--- src/rtl/dac_sample_scheduler.sv ---
// Sample scheduler between the rvmyth OUT bus and the DAC input.
// Captures each new core output into a small FIFO and replays the queued
// samples to the DAC at a fixed, programmable period. The FIFO must fill to
// half depth before playback starts, which gives the core some slack.
module dac_sample_scheduler #(
  parameter int unsigned DATA_W = 10,
  parameter int unsigned DEPTH  = 8,
  parameter int unsigned DIV_W  = 16
) (
  input  logic                   CLK,
  input  logic                   reset,
  input  logic [DATA_W-1:0]      core_out,
  input  logic                   enable,
  input  logic [DIV_W-1:0]       div,
  input  logic                   clr_flags,
  output logic [DATA_W-1:0]      dac_data,
  output logic                   dac_strobe,
  output logic [$clog2(DEPTH):0] fifo_count,
  output logic                   overflow,
  output logic                   underrun,
  output logic [1:0]             state_o
);

  localparam int unsigned PTR_W = $clog2(DEPTH);
  localparam int unsigned CNT_W = PTR_W + 1;
  localparam logic [CNT_W-1:0] Full = CNT_W'(DEPTH);
  localparam logic [CNT_W-1:0] Half = CNT_W'(DEPTH / 2);

  localparam logic [1:0] StIdle  = 2'd0;
  localparam logic [1:0] StPrime = 2'd1;
  localparam logic [1:0] StRun   = 2'd2;

  logic [DATA_W-1:0] mem [DEPTH];
  logic [PTR_W-1:0]  wr_ptr_q, rd_ptr_q;
  logic [CNT_W-1:0]  count_q, count_d;
  logic [DATA_W-1:0] last_q;
  logic [DATA_W-1:0] dac_data_q;
  logic              dac_strobe_q;
  logic              overflow_q, underrun_q;
  logic [DIV_W-1:0]  cnt_q, cnt_d;
  logic [1:0]        state_q, state_d;
  logic              push, tick, pop, accept, drop, starve;

  // Change detect and sample-period divider; the divider is frozen at 0 in IDLE.
  always_comb begin
    push  = enable && (core_out != last_q);
    tick  = 1'b0;
    cnt_d = '0;
    if (enable && (state_q != StIdle)) begin
      // >= so that lowering div below the running count ticks right away
      tick  = (cnt_q >= div);
      cnt_d = tick ? '0 : cnt_q + DIV_W'(1);
    end
  end

  // Playback FSM: decides when a tick pops and when the FIFO has starved.
  always_comb begin
    state_d = state_q;
    pop     = 1'b0;
    starve  = 1'b0;
    if (!enable) begin
      state_d = StIdle;
    end else begin
      case (state_q)
        StIdle:  state_d = StPrime;
        StPrime: begin
          if (tick && (count_q >= Half)) begin
            pop     = 1'b1;
            state_d = StRun;
          end
        end
        StRun: begin
          if (tick) begin
            if (count_q != '0) begin
              pop = 1'b1;
            end else begin
              starve  = 1'b1;
              state_d = StPrime;
            end
          end
        end
        default: state_d = StIdle;
      endcase
    end
  end

  // FIFO occupancy; a pop frees a slot for a push in the same cycle.
  always_comb begin
    accept  = push && ((count_q != Full) || pop);
    drop    = push && !accept;
    count_d = count_q;
    if (accept && !pop) begin
      count_d = count_q + CNT_W'(1);
    end else if (!accept && pop) begin
      count_d = count_q - CNT_W'(1);
    end
  end

  // FIFO storage; contents are don't-care until written, so no reset.
  always_ff @(posedge CLK) begin
    if (!reset && accept) begin
      mem[wr_ptr_q] <= core_out;
    end
  end

  // Control state, pointers, output register and sticky flags.
  always_ff @(posedge CLK) begin
    if (reset) begin
      wr_ptr_q     <= '0;
      rd_ptr_q     <= '0;
      count_q      <= '0;
      last_q       <= '0;
      dac_data_q   <= '0;
      dac_strobe_q <= 1'b0;
      overflow_q   <= 1'b0;
      underrun_q   <= 1'b0;
      cnt_q        <= '0;
      state_q      <= StIdle;
    end else begin
      last_q       <= core_out;
      cnt_q        <= cnt_d;
      state_q      <= state_d;
      count_q      <= count_d;
      dac_strobe_q <= pop;
      if (accept) begin
        wr_ptr_q <= wr_ptr_q + PTR_W'(1);
      end
      if (pop) begin
        rd_ptr_q   <= rd_ptr_q + PTR_W'(1);
        dac_data_q <= mem[rd_ptr_q];
      end
      // A new event wins over a coincident clear.
      overflow_q <= drop || (overflow_q && !clr_flags);
      underrun_q <= starve || (underrun_q && !clr_flags);
    end
  end

  assign dac_data   = dac_data_q;
  assign dac_strobe = dac_strobe_q;
  assign fifo_count = count_q;
  assign overflow   = overflow_q;
  assign underrun   = underrun_q;
  assign state_o    = state_q;

endmodule

--- config.mk ---
export PLATFORM = sky130hd
export DESIGN_NAME = dac_sample_scheduler
export DESIGN_NICKNAME = d
export VERILOG_FILES = /design/src/rtl/dac_sample_scheduler.sv
export SDC_FILE = /design/constraint.sdc
export NUM_CORES = 1
export LEC_CHECK = 0
export ABC_AREA = 1
export BUFFER_PORTS_ARGS = -buffer_cell sky130_fd_sc_hd__clkbuf_2
export CORE_MARGIN = 8
export CORE_UTILIZATION = 45
export DETAILED_ROUTE_END_ITERATION = 7
export GPL_TIMING_DRIVEN = 0
export PLACE_DENSITY = 0.65
export SLEW_MARGIN = 25
export SYNTH_ARGS = -nofsm -noshare
export SYNTH_HDL_FRONTEND = slang
export SYNTH_SLANG_ARGS = --single-unit
export TNS_END_PERCENT = 50
--- constraint.sdc ---
create_clock -name CLK -period 3.15 [get_ports CLK]
set_input_delay 0 -clock CLK [delete_from_list [all_inputs] [get_ports CLK]]
set_output_delay 0 -clock CLK [all_outputs]
set_load 0.005 [all_outputs]
==> results by group <==
Placement
  – Number of port buffers: 47
  – DP Area: 6325 µm²
  – Pre-CTS WS: -444.5 ps
  – Routability cong.: 0.8139
  – Half-perimeter wire length after placement: 9428 µm

Power
  – Switching power: 0.0009224 W
  – Power Density: 587.0 nW/µm²
  – Pwr Total: 0.004224 W
  – Flop pwr share: 44.8%
  – Pint: 0.003302 W
  – P_leak: 2.971 nW
  – Combinational share of power: 6.9%
  – VDD IR max: 0.4719 mV
  – Clock power share: 48.3%
  – Net Sw Frac: 21.84%

Timing
  – Clk_skew: 5.868 ps
  – Max Freq: 0.3263 GHz
  – Setup violations, final: 0
  – RSZ-0062 raised after global routing: true
  – Slew @ Worst Pin: 660.5 ps
  – Fin. Hold Viols: 0
  – Tcrit/Tclk final: 97.30%
  – Slew Viols, Final: 0
  – Post-route minimum period: 3065 ps
  – Final WS setup: 84.89 ps
  – Slew margin rel.: 55.56%
  – WHS: 422.0 ps

Clocking
  – Number of clock sinks: 131
  – Clock Latency Late Sink: 420 ps
  – CTS Buffer Depth: 2
  – Worst-path clk slew: 60 ps
  – CTS buffer count: 17
  – Clock Root Buffer: clkbuf_16
  – CTS tree: yes
  – CTS H-tree depth: 4

Final layout
  – Fill count: 1119
  – # diodes: 0
  – Footprint of the multi-input gates: 2146 µm²
  – P&R area growth vs syn: 23.57%
  – Final net count: 724
  – FF/Latch Area: 3430 µm²
  – Share of cells above drive strength 1: 20.41%
  – Finished Cell Area: 7197 µm²

Synthesis
  – Syn nets: 635
  – Synth area leader: edfxtp_1
  – Flops & latches, synth: 131
  – Warnings from Yosys: 0
  – Syn Inst Count: 579
  – Top cells by area, synth: edfxtp_1, dfxtp_1, a21oi_1
  – Cell with the most instances after synthesis: nand2_1
  – Synth top cells by count: nand2_1, edfxtp_1, nor2_1
  – Post-synth cell types: 39
  – Netlist Area Pre-Place: 5824 µm²
  – Top_reg_cell synth: edfxtp_1
  – Synthesized area per cell: 10.06 µm²
  – Post-synth EDFFs: 80
  – Area share of the largest cell type after synthesis: 41.25%
  – Post-synth ARST share: 0%
  – Sequential cell area fraction in the yosys report: 58.78%

Routing
  – DRC: 0
  – Drt total wl: 13410 µm
  – Via density: 5.239
  – Final ANT Viol Nets: 0
  – Starting DRT DRC Count: 358
  – DRT Pass-1 Iters: 5
  – Drt wl/cell: 15.72 µm
  – Vias: 4469

Floorplan
  – Starting density of the core: 46.15%
  – Ports: 49
  – Die area: 16840 µm²
  – # rows: 41
  – Die Y: 129.8 µm
  – Die Width: 129.8 µm
  – Placeable Area: 12620 µm²

Global route
  – Vias in the first global route: 4321
  – Total grt overflow: 0
  – Total GRT Usage: 16.77%
  – Global-route wire length before repair: 21470 µm
  – Antenna violations before repair: 0
  – Largest net degree at the start of global routing: 17

Job
  – Max-Cap Viols: 0

Setup path
  – Critical path arrival: 3370 ps
  – CP Capture Type: flop
  – Critical Path Fanout Max: 6
  – Setup CP Type: flop to flop
  – Startpoint Class: flop
  – Data required time of the worst path: 3460 ps

Hold path
  – Worst hold path class: primary input to flop

Status
  – Status: finished clean
layer usage:
| metal | vias to the layer above | global-route usage, % | wire length (µm) |
|---|---|---|---|
| li1 | 2179 | - | - |
| met2 | 145 | 27.14 | 6487 |
| met4 | 0 | 7.582 | 306 |
| met5 | - | 0 | 0 |
| met3 | 22 | 3.958 | 720 |
| met1 | 2123 | 20.99 | 5890 |
timing repair:
item                                    in CTS  in global routing
setup buffers                                3                  2
endpoints found under the setup margin       1                 31
endpoints found under the hold margin       95                  0
hold buffers                                14                  0
pin swaps                                    4                  5
resized for setup                           13                 10
sequential cells by signal (all words and copies together), names as in the netlist:
| name | flops |
|---|---|
| mem | 80 |
| cnt_q | 16 |
| dac_data | 10 |
| last_q | 10 |
| fifo_count | 4 |
| rd_ptr_q | 3 |
| wr_ptr_q | 3 |
| state_o | 2 |
| dac_strobe | 1 |
| overflow | 1 |
| underrun | 1 |
per-stage QoR:
| stage | util, % | cells | TNS (ps) |
|---|---|---|---|
| after global placement | 49.72 | 798 | -12800 |
| after floorplan | - | 579 | 0 |
| final | 57.03 | 853 | 0 |
| after CTS | 56.62 | 851 | 0 |
| after detailed placement | 50.12 | 802 | -444.5 |
| after global routing | 57.03 | 853 | -105.4 |
worst max-delay path, stage by stage, from the launching register on:
cell and delay [ps]:
dfxtp_2 340, ha_1 310, a21oi_1 160, o21ai_1 110, a21oi_2 250, nand2_2 110, nand4_1 80, nand2_1 70
nand2_2 120, nand2_4 70, nand2_4 100, inv_2 40, ha_4 150, inv_2 90, ha_1 230, and3_4 180
a211oi_4 170, nor2_1 60, nor2_1 90, nand2_1 70, o21ai_1 110, a21oi_1 50
logic make-up (layout without fill, tap and decap cells):
family	count (synthesis)	after routing	share of synthesized area, %
adder cells (fa/ha/maj)	26	26	5.714
XOR/XNOR	10	10	1.504
flip-flops	131	131	58.78
buffers and inverters	86	188	5.907
AND/OR/NAND/NOR	214	214	16.76
AO/OA/AOI/OAI	112	112	11.34
area by class of cell:
cell class / instances / share of cell area [%]
clock buffer: 18 / 5.963
multi-input combinational: 362 / 29.82
sequential: 131 / 47.65
timing repair buffer: 70 / 6.154
buffer: 22 / 1.478
clock inverter: 14 / 2.590
tap: 172 / 2.990
inverter: 64 / 3.355
power by group through the flow:
stage / clock network (W) / registers, W / logic [W]
after floorplan: 0 / 0.00192 / 0.000147
after global placement: 0 / 0.00192 / 0.000227
after detailed placement: 0 / 0.00193 / 0.000245
after CTS: 0.00207 / 0.00189 / 0.000275
after global routing: 0.00214 / 0.00190 / 0.000323
final: 0.00204 / 0.00189 / 0.000290
final timing paths:
check,start,end,slack [ps],cells after the start
worst min register to register,overflow,overflow,470,2
worst min-delay path,clr_flags,overflow,420,5
worst max-delay path,cnt_q[11],fifo_count[3],80,21
worst max register to register,cnt_q[11],fifo_count[3],80,21
cells in the final DEF, fill, tap and decap left out, types with 9 or more instances in the layout:
cell type      netlist  layout
a21oi_1             64      63
a221oi_1            20      20
buf_4                1       9
clkbuf_1            13      14
clkbuf_16            0      17
clkbuf_2             0      47
dfxtp_1             51      46
dlygate4sd3_1        0      14
edfxtp_1            80      80
ha_1                25      23
inv_1               62      60
nand2_1             83      82
nand3_1             10      10
nor2_1              66      62
nor2_2               5       9
nor3_1              15      11
o21ai_0             19      17
xor2_1              10      10
No activity file was read; power rests on OpenSTA's default activity.
